--- src/rtl/dma_multichannel_controller.sv ---
// Multi-channel DMA: NUM_CH valid/ready source streams written through one memory write port
// under round-robin arbitration. Define DMA_CHANNEL_ABORT_EN to add a per-channel abort input.
module dma_multichannel_controller #(
  parameter int unsigned NUM_CH = 2,
  parameter int unsigned DATA_W = 8,
  parameter int unsigned ADDR_W = 4,
  localparam int unsigned CH_W  = (NUM_CH > 1) ? $clog2(NUM_CH) : 1
) (
  input  logic                         clk,
  input  logic                         rst,
`ifdef DMA_CHANNEL_ABORT_EN
  input  logic [NUM_CH-1:0]            abort,
`endif
  input  logic [NUM_CH-1:0]            start,
  input  logic [NUM_CH*ADDR_W-1:0]     start_address,
  input  logic [NUM_CH*(ADDR_W+1)-1:0] transfer_size,
  output logic [NUM_CH-1:0]            busy,
  output logic [NUM_CH-1:0]            done,
  input  logic [NUM_CH-1:0]            src_valid,
  input  logic [NUM_CH*DATA_W-1:0]     src_data,
  output logic [NUM_CH-1:0]            src_ready,
  output logic                         mem_we,
  output logic [ADDR_W-1:0]            mem_wr_addr,
  output logic [DATA_W-1:0]            mem_wr_data,
  output logic [CH_W-1:0]              mem_wr_ch
);

  localparam int unsigned CNT_W = ADDR_W + 1;

  typedef enum logic [1:0] {StIdle, StBusy, StDone} state_e;

  state_e            st_q   [NUM_CH];
  state_e            st_d   [NUM_CH];
  logic [ADDR_W-1:0] addr_q [NUM_CH];
  logic [ADDR_W-1:0] addr_d [NUM_CH];
  logic [CNT_W-1:0]  cnt_q  [NUM_CH];
  logic [CNT_W-1:0]  cnt_d  [NUM_CH];

  logic [CH_W-1:0]   ptr_q;
  logic [NUM_CH-1:0] abort_v;
  logic [NUM_CH-1:0] eligible;
  logic [NUM_CH-1:0] gnt_oh;
  logic              gnt_vld;
  logic [CH_W-1:0]   gnt_idx;

  logic              mem_we_q;
  logic [ADDR_W-1:0] mem_addr_q;
  logic [DATA_W-1:0] mem_data_q;
  logic [CH_W-1:0]   mem_ch_q;

`ifdef DMA_CHANNEL_ABORT_EN
  assign abort_v = abort;
`else
  assign abort_v = '0;
`endif

  // An aborting channel is never eligible, so abort wins over a grant in the same cycle.
  always_comb begin
    for (int c = 0; c < NUM_CH; c++) begin
      busy[c]     = (st_q[c] == StBusy);
      done[c]     = (st_q[c] == StDone);
      eligible[c] = (st_q[c] == StBusy) && src_valid[c] && !abort_v[c] && !rst;
    end
  end

  // Search upward from the pointer with wrap; first eligible channel wins.
  always_comb begin
    logic [CH_W-1:0] cand;
    gnt_vld = 1'b0;
    gnt_idx = '0;
    gnt_oh  = '0;
    cand    = '0;
    for (int unsigned i = 0; i < NUM_CH; i++) begin
      cand = CH_W'((32'(ptr_q) + i) % NUM_CH);
      if (!gnt_vld && eligible[cand]) begin
        gnt_vld = 1'b1;
        gnt_idx = cand;
      end
    end
    if (gnt_vld) begin
      gnt_oh[gnt_idx] = 1'b1;
    end
  end

  assign src_ready = gnt_oh;

  always_comb begin
    for (int c = 0; c < NUM_CH; c++) begin
      st_d[c]   = st_q[c];
      addr_d[c] = addr_q[c];
      cnt_d[c]  = cnt_q[c];
      if (st_q[c] == StBusy) begin
        if (abort_v[c]) begin
          st_d[c] = StIdle;
        end else if (gnt_oh[c]) begin
          addr_d[c] = addr_q[c] + 1'b1;
          cnt_d[c]  = cnt_q[c] - 1'b1;
          if (cnt_q[c] == CNT_W'(1)) begin
            st_d[c] = StDone;
          end
        end
      end else if (start[c]) begin
        // Zero-length requests complete without ever becoming busy.
        addr_d[c] = start_address[c*ADDR_W +: ADDR_W];
        cnt_d[c]  = transfer_size[c*CNT_W +: CNT_W];
        st_d[c]   = (transfer_size[c*CNT_W +: CNT_W] == '0) ? StDone : StBusy;
      end
    end
  end

  always_ff @(posedge clk) begin
    if (rst) begin
      for (int c = 0; c < NUM_CH; c++) begin
        st_q[c]   <= StIdle;
        addr_q[c] <= '0;
        cnt_q[c]  <= '0;
      end
      ptr_q      <= '0;
      mem_we_q   <= 1'b0;
      mem_addr_q <= '0;
      mem_data_q <= '0;
      mem_ch_q   <= '0;
    end else begin
      for (int c = 0; c < NUM_CH; c++) begin
        st_q[c]   <= st_d[c];
        addr_q[c] <= addr_d[c];
        cnt_q[c]  <= cnt_d[c];
      end
      mem_we_q <= gnt_vld;
      if (gnt_vld) begin
        ptr_q      <= CH_W'((32'(gnt_idx) + 1) % NUM_CH);
        mem_addr_q <= addr_q[gnt_idx];
        mem_data_q <= src_data[gnt_idx*DATA_W +: DATA_W];
        mem_ch_q   <= gnt_idx;
      end
    end
  end

  assign mem_we      = mem_we_q;
  assign mem_wr_addr = mem_addr_q;
  assign mem_wr_data = mem_data_q;
  assign mem_wr_ch   = mem_ch_q;

endmodule

--- config.mk ---
export PLATFORM = sky130hd
export DESIGN_NAME = dma_multichannel_controller
export DESIGN_NICKNAME = d
export VERILOG_FILES = /design/src/rtl/dma_multichannel_controller.sv
export SDC_FILE = /design/constraint.sdc
export NUM_CORES = 1
export LEC_CHECK = 0
export ABC_AREA = 1
export CAP_MARGIN = 20
export CORE_ASPECT_RATIO = 0.8
export CORE_MARGIN = 2
export CORE_UTILIZATION = 45
export DETAILED_ROUTE_END_ITERATION = 8
export PLACE_DENSITY = 0.77
export SKIP_LAST_GASP = 1
export SYNTH_ARGS = -nofsm -noshare
export SYNTH_HDL_FRONTEND = slang
export SYNTH_SLANG_ARGS = --single-unit
export TNS_END_PERCENT = 20
--- constraint.sdc ---
create_clock -name clk -period 4 [get_ports clk]
set_clock_uncertainty 0.15 [all_clocks]
set_input_delay 0.6 -clock clk [delete_from_list [all_inputs] [get_ports clk]]
set_output_delay 0.6 -clock clk [all_outputs]
set_load 0.02 [all_outputs]
### After elaboration in Yosys (flattened, before gate mapping)

Memory sizes are Yosys's and may differ from the RTL's. A register that Yosys moved wholly into a read port is not among the register bits.
Cells that the tools add are included.

| storage, ports and cells | value |
|---|---|
| register bits | 11 |
| RAM bits | 22 |
| bits of input ports | 40 |
| output and inout port bits | 20 |
| word-level logic and storage cells | 82 |
| memories kept | 3 |

Memories:

| memory | words | bits a word | read ports | clocked after Yosys merged registers in | write ports | RTL line | RTL |
|---|---|---|---|---|---|---|---|
| cnt_q | 2 | 5 | 2 | 0 | 2 | 36 | `logic [CNT_W-1:0] cnt_q [NUM_CH];` |
| addr_q | 2 | 4 | 3 | 1 | 2 | 34 | `logic [ADDR_W-1:0] addr_q [NUM_CH];` |
| st_q | 2 | 2 | 2 | 0 | 2 | 32 | `state_e st_q [NUM_CH];` |

| cells by class | value |
|---|---|
| add/sub/neg operators | 6 |
| magnitude comparators | 4 |
| equal/unequal tests | 6 |
| shift-type cells | 1 |
| multiplexer cells | 42 |
| bitwise operators | 6 |
| reductions and logical operators | 10 |

Operators by type and width:

| cell | count |
|---|---|
| 5-bit 2-to-1 mux | 8 |
| 4-bit 2-to-1 mux | 8 |
| 2-bit 2-to-1 mux | 13 |
| 16-bit by 5-bit indexed part select with 8-bit output | 1 |
| 1-bit 2-to-1 mux | 12 |
| 5-bit by 1-bit == test with 1-bit output, second input constant | 2 |
| 5-bit zero test | 2 |
| 5-bit by 1-bit subtractor with 5-bit output, second input constant | 2 |
| 4-bit by 1-bit adder with 4-bit output, second input constant | 2 |
| 1-bit logical AND | 6 |
| 1-bit by 2-bit < comparator with 1-bit output, second input constant | 3 |
| 1-bit OR | 6 |
| 2-bit by 1-bit == test with 1-bit output, second input constant | 2 |
| 2-bit == test, second input constant | 2 |
| 1-bit adder, second input constant | 2 |
| 1-bit zero test | 2 |
| 1-bit demux with 1-bit select | 1 |
| 1-bit greater-or-equal comparator, second input constant | 1 |

### Logic depth before layout (Yosys ltp)

Gate-level depths: netlist (run 1).
An unclocked memory read counts as a cell.

| logic depth | value |
|---|---|
| depth after elaboration | 18 |
| depth in mapped cells | 9 |
| mapped depth without buffers | 9 |

### Least setup slack after synthesis (run 1)

No wires, ideal clock.

| timing | value |
|---|---|
| kind | input -> output |
| start point | input port src_valid[0] |
| end point | output port src_ready[0] |
| arrival time | 1.175 ns |
| required time | 3.250 ns |
| path slack | 2.075 ns |
| stages on the path | 4 |
| buffers on the path | 0 |
| cells stage by stage | nand3_1 > a21oi_4 > nand2_2 > inv_1 |

| on the way | value |
|---|---|
| cells in the longest elaborated chain, start to end | 13 |

Ends and longest elaborated chain:

| what | RTL line | RTL |
|---|---|---|
| start, declared | 19 | `input logic [NUM_CH-1:0] src_valid,` |
| 1-bit logical AND * (2 in a row) | 62 | `eligible[c] = (st_q[c] == StBusy) && src_valid[c] && !abort_v[c] && !rst;` |
| 1-bit 2-to-1 mux (implied by the code) (2 in a row) | 75 | `if (!gnt_vld && eligible[cand]) begin` |
| 1-bit 2-to-1 mux | 75 |  |
| 1-bit zero test | 75 |  |
| 1-bit logical AND | 75 |  |
| 1-bit 2-to-1 mux | 75 |  |
| 1-bit by 2-bit < comparator with 1-bit output (implied by the code) or 1-bit greater-or-equal comparator (tied branches) | 81 | `gnt_oh[gnt_idx] = 1'b1;` |
| 1-bit logical AND (implied by the code) | 81 |  |
| 1-bit 2-to-1 mux (implied by the code) | 81 |  |
| 1-bit demux with 1-bit select | 81 |  |
| 2-bit 2-to-1 mux * | 80 | `if (gnt_vld) begin` |
| end, declared | 21 | `output logic [NUM_CH-1:0] src_ready,` |

Every way passes the cells marked *; elsewhere a longest branch is shown, timed or not. The select of a mux whose other input is x is not followed.

### Final worst setup path (run 1)

Ends and elaborated chain as after synthesis.

==> flow_metrics.env, run 1 <==
export IMPL_status="completed"
export IMPL_synth_seq_cells=37
export IMPL_start_kind="input port"
export IMPL_clk_pin_slew_worst_paths_ps=80
export IMPL_fin_crit_ps=3160
export IMPL_numPortBuffers=59
export IMPL_ys_seq_area_share_pct=37.5
export IMPL_initial_core_util_pct=46.9
export IMPL_yosys_cell_count_top_type="nor2_1"
export IMPL_gr_total_overflow=0
export IMPL_async_flop_share_pct=0
export IMPL_synth_largest_area_cell="dfxtp_1"
export IMPL_path_cells="clkdlybuf4s50_1 > nand3_1 > a21oi_4 > nand2_2 > inv_1 > clkdlybuf4s50_1"
export IMPL_area_growth_pct=34.1
export IMPL_synth_top_area_share_pct=37.5
export IMPL_required_ps=3250
export IMPL_power_leakage_nw=1.10
export IMPL_grt_total_usage_pct=19.6
export IMPL_post_cts_buffers=0
export IMPL_antenna_found_initial=0
export IMPL_cts_htree_levels=2
export IMPL_remaining_drc_errors=0
export IMPL_syn_instance_count=279
export IMPL_tightest_slew_ps=542
export IMPL_holdCritPathClass="reg -> reg"
export IMPL_place_gp_congestion=0.868
export IMPL_slew_headroom_pct=63.9
export IMPL_rsz0062_at_grt="false"
export IMPL_fin_tns_setup_ps=0
export IMPL_viasPerCell=4.97
export IMPL_placementRows=21
export IMPL_fin_nets=381
export IMPL_finalSetupViolCount=0
export IMPL_period_share_pct=79.1
export IMPL_drtIter0Drc=157
export IMPL_synth_top_family_by_area="simple AND/OR/NAND/NOR gates"
export IMPL_clockRootBuffer="clkbuf_8"
export IMPL_cts_max_path_buffers=2
export IMPL_wl_per_cell_um=11.7
export IMPL_die_h_um=63.2
export IMPL_die_x_um=78.0
export IMPL_ys_types=31
export IMPL_crit_fanout=15
export IMPL_numCtsBuffers=5
export IMPL_vdd_drop_max_mv=0.210
export IMPL_critPathMaxStageDelay_ps=590
export IMPL_synthesis_nets=325
export IMPL_hpwlAfterDp_um=3350
export IMPL_vias=1950
export IMPL_maxCapViolCount=0
export IMPL_cts_sink_count=37
export IMPL_fin_ws_ps=837
export IMPL_fmax_mhz=316
export IMPL_dp_slack_ps=828
export IMPL_avgSynthCellArea_um2=7.07
export IMPL_grt_pass1_wl_um=7870
export IMPL_yosys_warnings=0
export IMPL_drive_gt1_share_pct=6.87
export IMPL_slew_viol_final=0
export IMPL_yosys_area_share_adder_pct=3.80
export IMPL_finalHoldViolCount=0
export IMPL_arrival_ps=2410
export IMPL_crit_type="in -> out"
export IMPL_synth_compound_area_share_pct=20.8
export IMPL_first_pass_iters=4
export IMPL_synth_xor_area_share_pct=1.33
export IMPL_grt_pass1_vias=1761
export IMPL_antenna_left=0
export IMPL_synth_ff_type="dfxtp_1"
export IMPL_crit_top_cell="clkdlybuf4s50_1"
export IMPL_core_area_um2=4200
export IMPL_synth_edff_count=0
export IMPL_boundaryPins=60
export IMPL_grt_max_degree=22
export IMPL_cts_hold_buf=0
export IMPL_synth_area_leaders="dfxtp_1 38%, o21ai_0 11%, nor2_1 9.3%"
export IMPL_n_antenna_cell=0
export IMPL_netlist_top_cells_count="49 x nor2_1, 42 x o21ai_0, 37 x dfxtp_1"
export IMPL_wl_um=4590
export IMPL_syn_area_um2=1970
export IMPL_cts_tree="done"
export IMPL_post_cts_resized=0
export IMPL_p_per_area_nw_per_um2=355
export IMPL_yosys_area_share_simple_pct=25.7
export IMPL_dieArea_um2=4930
export IMPL_muxShareOfSynthArea_pct=0
export IMPL_endpoint_kind="primary output"
export IMPL_critPathSlowestCell="clkdlybuf4s50_1"
export IMPL_worst_skew_pair_late_latency_ps=290
through the flow:
step	utilization, %	instances	hold slack [ps]	total power, W	instance area (um^2)
5_1_grt	62.9	392	346	0.00100	2650
3_5_place_dp	61.0	385	311	0.000691	2560
4_1_cts	62.9	392	324	0.000940	2650
2_1_floorplan	-	279	289	0.000598	1970
3_3_place_gp	61.0	385	306	0.000686	2560
6_report	62.9	392	326	0.000939	2650
area by class of cell:
| type | instances | area, um^2 |
|---|---|---|
| tap | 57 | 71.3 |
| clock inverter | 1 | 8.76 |
| timing repair buffer | 59 | 591 |
| multi-input combinational | 195 | 1020 |
| sequential | 37 | 741 |
| inverter | 37 | 141 |
| fill | 392 | 1560 |
| clock buffer | 6 | 72.6 |
cell families after synthesis:
group / Yosys count
DFF: 37
buffers and inverters: 47
AOI/OAI and AO/OA: 74
and+or+nand+nor: 112
adders and majority gates: 6
xor gates and xnor gates: 3
final timing paths:
kind | from | to | slack [ps] | depth (start not counted)
max | src_valid[0] | src_ready[0] | 840 | 6
min reg2reg | ptr_q | ptr_q | 330 | 2
max reg2reg | st_q[0][0] | cnt_q[0][3] | 2190 | 9
min | ptr_q | ptr_q | 330 | 2
worst max-delay path, delay by kind of cell:
kind                   cells  cell delay (ps)
buffers and inverters      3             1170
AO/OA/AOI/OAI              1              350
AND/OR/NAND/NOR            2              290
power by group:
| part | leakage, nW | total [W] | internal (W) | switching [W] |
|---|---|---|---|---|
| sequential | 0.304 | 0.000433 | 0.000404 | 0.0000292 |
| combinational | 0.754 | 0.000251 | 0.000114 | 0.000137 |
| clock | 0.0412 | 0.000255 | 0.000121 | 0.000134 |
registers in the layout, indices dropped and copies added, names as in the netlist:
| name | count |
|---|---|
| ptr_q | 1 |
| cnt_q | 10 |
| mem_wr_addr | 4 |
| st_q | 4 |
| mem_we | 1 |
| mem_wr_data | 8 |
| addr_q | 8 |
| mem_wr_ch | 1 |
placed cells by master, fill, tap and decap left out, types with 6 or more instances in the layout:
cell / netlist / routed
o21ai_0: 42 / 42
a21oi_1: 13 / 13
nor2_1: 49 / 49
o22ai_1: 14 / 14
nand3_1: 15 / 15
clkdlybuf4s50_1: 0 / 59
ha_1: 6 / 6
dfxtp_1: 37 / 37
nand2_1: 36 / 36
inv_1: 31 / 31
routing by layer:
layer	vias up	routed length (um)	global-route usage, %
li1	1026	-	-
met1	854	2260	27.6
met2	63	1980	29.3
met3	7	273	4.87
met4	0	78	6.58
met5	-	0	0
Note: power is estimated with default switching activity, not from simulation.
==> inputs of run 2 (changes only) <==
clock period = 3.3 ns   (was 4 ns; I/O delays follow)
==> run 2 against run 1 <==
  * First-iteration DRC count fell by 46%
  * Worst setup slack got worse by 430 ps
  * Clock power rose by 56%
  * Sequential cell count did not move
  * Cell count rose by 0.77%
  * Register-to-register slack got worse by 660 ps
  * Via count rose by 1.1%
  * Count of clock-buffer cells in the layout fell by 1
  * Total power rose by 31%
  * Sequential share of layout area fell by 0.48 points
  * Non-clock buffer count rose by 2
  * Largest cell class unchanged
==> flow_metrics.env, run 2 (synthesized netlist as in run 1, its figures left out) <==
export IMPL_finalSetupViolCount=0
export IMPL_arrival_ps=2240
export IMPL_start_kind="input port"
export IMPL_n_antenna_cell=0
export IMPL_dieArea_um2=4930
export IMPL_drive_gt1_share_pct=7.99
export IMPL_first_pass_iters=5
export IMPL_grt_pass1_wl_um=7710
export IMPL_maxCapViolCount=0
export IMPL_layout_commonest_cell="clkdlybuf4s50_1"
export IMPL_cts_tree="done"
export IMPL_tightest_slew_ps=504
export IMPL_fmax_mhz=346
export IMPL_timing_rr_end="addr_q[0][3]"
export IMPL_remaining_drc_errors=0
export IMPL_largest_reg_flops=10
export IMPL_fin_tns_setup_ps=0
export IMPL_numPortBuffers=59
export IMPL_regToRegStartpoint="st_q[0][0]"
export IMPL_grt_pass1_vias=1791
export IMPL_crit_type="in -> out"
export IMPL_cp_startpoint="src_valid[1]"
export IMPL_fin_nets=383
export IMPL_antenna_left=0
export IMPL_crit_fanout=17
export IMPL_cp_depth=6
export IMPL_register_area_um2=741
export IMPL_slew_headroom_pct=66.3
export IMPL_required_ps=2650
export IMPL_holdCritPathClass="reg -> reg"
export IMPL_cts_sink_count=37
export IMPL_die_h_um=63.2
export IMPL_endpoint_kind="primary output"
export IMPL_r2r_cells=9
export IMPL_fillers=408
export IMPL_holdPathStages=2
export IMPL_crit_top_cell="clkdlybuf4s50_1"
export IMPL_wl_um=4670
export IMPL_status="completed"
export IMPL_die_x_um=78.0
export IMPL_vdd_drop_max_mv=0.308
export IMPL_area_growth_pct=36.4
export IMPL_wl_per_cell_um=11.8
export IMPL_fin_crit_ps=2890
export IMPL_endpoint="src_ready[1]"
export IMPL_placementRows=21
export IMPL_period_share_pct=87.5
export IMPL_reg2reg_slack_ps=1530
export IMPL_power_leakage_nw=1.13
export IMPL_vias=1972
export IMPL_grt_max_degree=22
export IMPL_viasPerCell=4.99
export IMPL_worst_skew_pair_late_latency_ps=300
export IMPL_grt_total_usage_pct=19.3
export IMPL_place_gp_congestion=0.880
export IMPL_clk_pin_slew_worst_paths_ps=80
export IMPL_total_power_w=0.00123
export IMPL_slew_viol_final=0
export IMPL_cp_top_family="buffers and inverters"
export IMPL_initial_core_util_pct=46.9
export IMPL_boundaryPins=60
export IMPL_hpwlAfterDp_um=3400
export IMPL_rsz0062_at_grt="false"
export IMPL_mostFrequentLayoutCells="59 x clkdlybuf4s50_1, 49 x nor2_1, 42 x o21ai_0"
export IMPL_multiInputGateArea_um2=1020
export IMPL_cts_max_path_buffers=2
export IMPL_cts_htree_levels=2
export IMPL_numCtsBuffers=5
export IMPL_final_cells=395
export IMPL_critPathSlowestCell="clkdlybuf4s50_1"
export IMPL_critPathMaxStageDelay_ps=630
export IMPL_placedCellCount=387
export IMPL_post_cts_buffers=0
export IMPL_p_per_area_nw_per_um2=457
export IMPL_drtIter0Drc=85
export IMPL_clockRootBuffer="clkbuf_8"
export IMPL_core_area_um2=4200
export IMPL_antenna_found_initial=0
export IMPL_critPathBufInv=3
export IMPL_post_cts_resized=0
export IMPL_path_cells="clkdlybuf4s50_1 > nand3_4 > nor2_4 > nand2_4 > inv_2 > clkdlybuf4s50_1"
export IMPL_cts_hold_buf=0
export IMPL_gr_total_overflow=0
export IMPL_finalHoldViolCount=0
export IMPL_top_register="cnt_q"
[run 2: cell types whose count changed in the layout (fill, tap and decap cells not counted)]
| cell | change |
|---|---|
| buf_4 | +2 |
| clkinv_4 | -1 |
| inv_6 | +1 |
| clkinv_2 | +1 |
| clkbuf_1 | -1 |
| bufinv_16 | +1 |
[run 2: report_power, final]
part	switching (W)	internal, W
clock	0.000172	0.000226
sequential	0.0000350	0.000490
combinational	0.000167	0.000140
[run 2: worst min-delay path: cells and delay by family, from the launching register on]
| kind | cells | cell delay, ps |
|---|---|---|
| buffers and inverters | 1 | 40 |
| flip-flops | 1 | 320 |
| AO/OA/AOI/OAI | 1 | 70 |
[run 2: worst min path at each step]
stage / startpoint / endpoint / slack, ps
floorplan: ptr_q / ptr_q / 290
global placement: mem_wr_addr[2] / mem_wr_addr[2] / 310
detailed placement: mem_wr_data[0] / mem_wr_data[0] / 310
CTS: mem_wr_data[0] / mem_wr_data[0] / 330
global route: mem_wr_data[3] / mem_wr_data[3] / 350
finish: mem_wr_data[0] / mem_wr_data[0] / 320
[run 2: cell type report]
cell class	instances	share of cell area, %
inverters	37	5.25
well taps	57	2.65
multi-input cells	195	37.9
clock inverters	3	1.63
repair buffers	61	22.5
flip-flops and latches	37	27.5
clock buffers	5	2.56
[run 2: routing by layer]
| metal | global-route usage, % | share of wire, % |
|---|---|---|
| met4 | 6.58 | 1.2 |
| met3 | 4.58 | 6.4 |
| met2 | 31.6 | 45 |
| met1 | 25.0 | 47 |
| met5 | 0 | 0 |
[run 2: metrics by stage]
step           utilization [%]  hold WS [ps]  setup WS [ps]  area, um^2
2_1_floorplan                -           289           1580        1970
3_3_place_gp              61.3           307            426        2580
3_5_place_dp              61.3           314            409        2580
4_1_cts                   64.0           327            408        2690
5_1_grt                   64.0           355            312        2690
6_report                  64.0           323            411        2690
==> RTL change 1 (settings of run 2) <==
Change the parameter `ADDR_W` from 4 to 5.
--- a/src/rtl/dma_multichannel_controller.sv
+++ b/src/rtl/dma_multichannel_controller.sv
@@ -4,5 +4,5 @@
   parameter int unsigned NUM_CH = 2,
   parameter int unsigned DATA_W = 8,
-  parameter int unsigned ADDR_W = 4,
+  parameter int unsigned ADDR_W = 5,
   localparam int unsigned CH_W  = (NUM_CH > 1) ? $clog2(NUM_CH) : 1
 ) (
Ports: changed (resized mem_wr_addr, start_address and transfer_size); port bits go from 60 to 65. No check against the original RTL was run, so the function may have changed too.
==> RTL change 1 against run 2 <==
- worst setup slack improved by 0.085 ns
- final area increased by 15%
- total power increased by 12%
- synthesized cell count up 20%
- sequential cell count increased by 5
- die area grew 17%
- area after synthesis is 19% higher
- sequential share of layout area shrank 0.44 points
- wire length increased by 26%
- largest cell class unchanged
==> RTL change 1: results (changes against run 2) <==
----------------------------------------------------
[Critical path]
  Count of cells along the worst register-to-register path ... 8 (-1)
  Max stage delay on crit path ... 0.64 ns
  Worst setup slack for register-to-register paths ... 1.31 ns (-0.22 ns)
  End point of the critical path ... src_ready[0]
  CP max FO ... 26 (+9)
  Origin of the worst setup path ... rst
  Worst flop-to-flop path endpoint ... cnt_q[0][7]

[Route]
  Total wire length after detailed routing ... 5.87 mm (+26%)
  Average via count per standard cell ... 5.13 (+2.8%)
  First-pass detailed-route iteration total ... 4 (-1)
  Number of design-rule violations left by the first detailed-router iteration ... 167 (+96%)

[Clocking]
  Number of buffers inserted during clock tree synthesis ... 5 (unchanged)
  Clock latency of the later-clocked register in the worst-skew pair ... 0.29 ns
  Number of post-CTS setup repair buffers ... 0 (unchanged)
  Clock transition time at the flip-flop clock pins of the worst setup and hold paths ... 0.08 ns (about the same)

[Synthesis]
  Area contributors post-synth ... sky130_fd_sc_hd__dfxtp_1, sky130_fd_sc_hd__o21ai_0, sky130_fd_sc_hd__nor2_1
  Part of the Yosys area used for sequential elements ... 36.0% (-1.6 points)
  Yosys warning total ... 0 (unchanged)
  Most used DFF post-synth ... sky130_fd_sc_hd__dfxtp_1
  Post-synthesis area per instance ... 6.98 sq um (-1.3%)
  Number of nets produced by synthesis ... 385 (+18%)
  Leading cell types by count after synthesis ... sky130_fd_sc_hd__nor2_1, sky130_fd_sc_hd__o21ai_0, sky130_fd_sc_hd__nand2_1
  Synth cell types ... 33 (+6.5%)
  Async S/R FF share, synth ... 0% (unchanged)

[Placed design]
  Pre-CTS WS ... 0.518 ns (+0.109 ns)
  Cell total after placement ... 452 (+17%)
  I/O Buffers ... 64 (+8.5%)
  Placement-stage cell area ... 2990 sq um (+16%)
  Weighted congestion reported at the end of routability-driven placement ... 0.936 (+6.4%)
  DP Wirelength ... 4.37 mm (+29%)

[Layout]
  Non-filler cells in the finished layout ... 460 (+16%)
  Register name with the most flops ... cnt_q
  Number of flip-flops in the largest register ... 12 (+2)
  Share of layout cells above drive strength 1 ... 8.54% (+0.55 points)
  Filler Cell Count ... 452 (+11%)

[Run status]
  Result of the run ... complete, no violations

[Timing]
  Transition time of the tightest slew-check pin ... 0.589 ns (+0.0852 ns)
  Period minus WS final ... 2.80 ns (-0.0855 ns)

[GRT]
  Largest net degree at the start of global routing ... 27 (+23%)
  Via count of the first global-routing pass ... 2307 (+29%)
  GR Util All Layers ... 21.1% (+1.8 points)
  Initial antenna violation count ... 0 (unchanged)
  First-pass GRT wire length ... 9.87 mm (+28%)

[Power]
  Net switching power ... 0.000429 W (+15%)
  Worst vdd ir ... 0.000285 V (-7.5%)
  Leakage dissipation ... 1.27 nW (+13%)

[Min path]
  Worst Hold Path EP ... mem_wr_addr[1]
  Launch point of the worst hold path ... mem_wr_addr[1]

----------------------------------------------------
[RTL change 1: through the flow]
stage          util, %  power [W]  hold WS (ns)
6_report          62.0    0.00138         0.324
5_1_grt           62.0    0.00145         0.343
4_1_cts           62.0    0.00138         0.324
3_5_place_dp      59.8   0.000980         0.311
3_3_place_gp      59.8   0.000969         0.307
2_1_floorplan        -   0.000846         0.312
[RTL change 1: worst max-delay path: cells and delay by family]
family / cells / cell delay, ns
buffers and inverters: 4 / 1.38
and+or+nand+nor: 2 / 0.28
[RTL change 1: power groups by stage]
stage                     Sequential, W  Combinational [W]  Clock [W]
after global routing           0.000605           0.000418   0.000431
after floorplan                0.000615           0.000232          0
after global placement         0.000607           0.000362          0
final                          0.000598           0.000373   0.000404
after detailed placement       0.000609           0.000371          0
after CTS                      0.000598           0.000372   0.000411
[RTL change 1: logic make-up (layout without fill, tap and decap cells)]
kind of cell	Yosys count	after routing	share of synthesized area, %
adder cells (fa/ha/maj)	6	6	3.21
XOR/XNOR	6	6	2.25
buffers and inverters	56	119	11.0
AND/OR/NAND/NOR	139	139	27.3
multiplexers	1	1	0.428
flip-flops	42	42	36.0
AO/OA/AOI/OAI	85	85	19.9
[RTL change 1: layout make-up]
class                   instances  area share (%)
repair buffers                 68            21.6
flip-flops and latches         42            27.1
clock inverters                 2            1.21
inverters                      43            5.28
multi-input cells             237            40.0
well taps                      62            2.50
clock buffers                   6            2.34
[RTL change 1: metal layers]
metal | vias to the layer above | wire length [um] | track usage, %
li1 | 1215 | - | -
met1 | 1067 | 2810 | 26.7
met2 | 66 | 2650 | 36.0
met3 | 13 | 299 | 3.74
met4 | 0 | 110 | 9.33
met5 | - | 0 | 0
==> RTL change 2 (settings of run 2) <==
Without the edit above. Reset style: asynchronous (`rst`), changed in one clocked block.
--- a/src/rtl/dma_multichannel_controller.sv
+++ b/src/rtl/dma_multichannel_controller.sv
@@ -109,5 +109,5 @@
   end
 
-  always_ff @(posedge clk) begin
+  always_ff @(posedge clk or posedge rst) begin
     if (rst) begin
       for (int c = 0; c < NUM_CH; c++) begin
Behaviour: differs if rst is asserted again (counterexample within 4 cycles, from zero or initial values and one cycle with rst high); with rst held inactive, the same outputs for 10 cycles.
==> RTL change 2 against run 2 <==
- final area is 6.4% higher
- wire length is essentially flat
- global-route usage is 0.28 points lower
- highest routed layer unchanged
- worst setup slack got worse by 0.028 ns
- sequential share of layout area is 4.8 points higher
- sequential cell count stayed put
- largest cell class unchanged
- area after synthesis up 8.9%
- maximum frequency shrank 0.94%
Power is not compared: it rests on default switching activity, and its combinational part moved more than twofold at a synthesized area within 25%.
==> RTL change 2: results (changes against run 2) <==
----------------------------------------------------
[Placed design]
  DP Wirelength ... 3.57 mm (+5.0%)
  Pre-CTS WS ... 0.373 ns (-0.0361 ns)
  Weighted congestion reported at the end of routability-driven placement ... 0.882 (+0.26%)
  Placement-stage cell area ... 2770 sq um (+7.3%)
  I/O Buffers ... 59 (unchanged)

[Route]
  Metal2 WL ... 2.02 mm (-4.2%)
  Routed length on met1 ... 2.32 mm (+5.1%)
  Routed wirelength normalized by instance count ... 11.4 um (-3.7%)
  Average via count per standard cell ... 4.84 (-3.0%)
  Total length of routed met3 wires ... 295 um (-1.7%)
  Total wire length after detailed routing ... 4.67 mm (about the same)
  Number of design-rule violations left by the first detailed-router iteration ... 72 (-15%)

[GRT]
  GR Util All Layers ... 19.0% (-0.28 points)
  M3 GR Usage ... 4.23% (-0.35 points)
  Largest net degree at the start of global routing ... 38 (+73%)
  First-pass GRT wire length ... 7.97 mm (+3.4%)
  Met1 Usage GRT ... 26.3% (+1.3 points)
  Met2 Use GR ... 30.1% (-1.5 points)

[Critical path]
  Worst flop-to-flop path endpoint ... st_q[1]
  End point of the critical path ... src_ready[0]
  Origin of the worst setup path ... src_valid[0]
  CP max FO ... 13 (-4)
  Critical path arrival ... 2.27 ns (+0.03 ns)
  Count of cells along the worst register-to-register path ... 11 (+2)
  Worst setup slack for register-to-register paths ... 1.39 ns (-0.14 ns)
  Worst reg2reg startpoint ... st_q[1]

[Synthesis]
  Number of nets produced by synthesis ... 334 (+2.8%)
  Most used DFF post-synth ... sky130_fd_sc_hd__dfrtp_1
  Synth cell types ... 23 (-26%)
  Post-synthesis area per instance ... 7.46 sq um (+5.5%)
  Leading cell types by count after synthesis ... sky130_fd_sc_hd__nand2_1, sky130_fd_sc_hd__nand3_1, sky130_fd_sc_hd__dfrtp_1
  Area contributors post-synth ... sky130_fd_sc_hd__dfrtp_1, sky130_fd_sc_hd__nand2_1, sky130_fd_sc_hd__nand3_1
  Async S/R FF share, synth ... 100% (+100 points)

[Timing]
  Transition time of the tightest slew-check pin ... 0.453 ns (-0.0509 ns)
  Post-route worst hold slack ... 0.350 ns (+0.0273 ns)
  Period minus WS final ... 2.92 ns (+0.0275 ns)

[Run status]
  Result of the run ... complete, no violations

[Min path]
  Launch point of the worst hold path ... mem_wr_data[0]
  Worst Hold Path EP ... mem_wr_data[0]

[Layout]
  Share of layout cells above drive strength 1 ... 9.14% (+1.2 points)
  Fin nets ... 395 (+3.1%)

----------------------------------------------------
## RTL change 2: cell type report
| cell class | count | area, sq um |
|---|---|---|
| sequential | 37 | 926 |
| tap | 60 | 75.1 |
| fill | 397 | 1730 |
| clock buffer | 6 | 82.6 |
| timing repair buffer | 62 | 613 |
| multi-input combinational | 214 | 1040 |
| clock inverter | 2 | 13.8 |
| inverter | 29 | 109 |
## RTL change 2: cells by family (layout without fill, tap and decap cells)
group,count (synthesis),in the layout,share of synthesized area [%]
AOI/OAI and AO/OA,23,23,6.23
xor gates and xnor gates,2,2,0.816
adders and majority gates,6,6,3.49
buffers and inverters,37,99,8.33
DFF,37,37,43.1
and+or+nand+nor,183,183,38.0
## RTL change 2: worst min-delay path: stages, from the launching register on
cell                      delay (ns)
sky130_fd_sc_hd__dfrtp_1        0.34
sky130_fd_sc_hd__nand2_1        0.05
sky130_fd_sc_hd__nand3_1        0.07
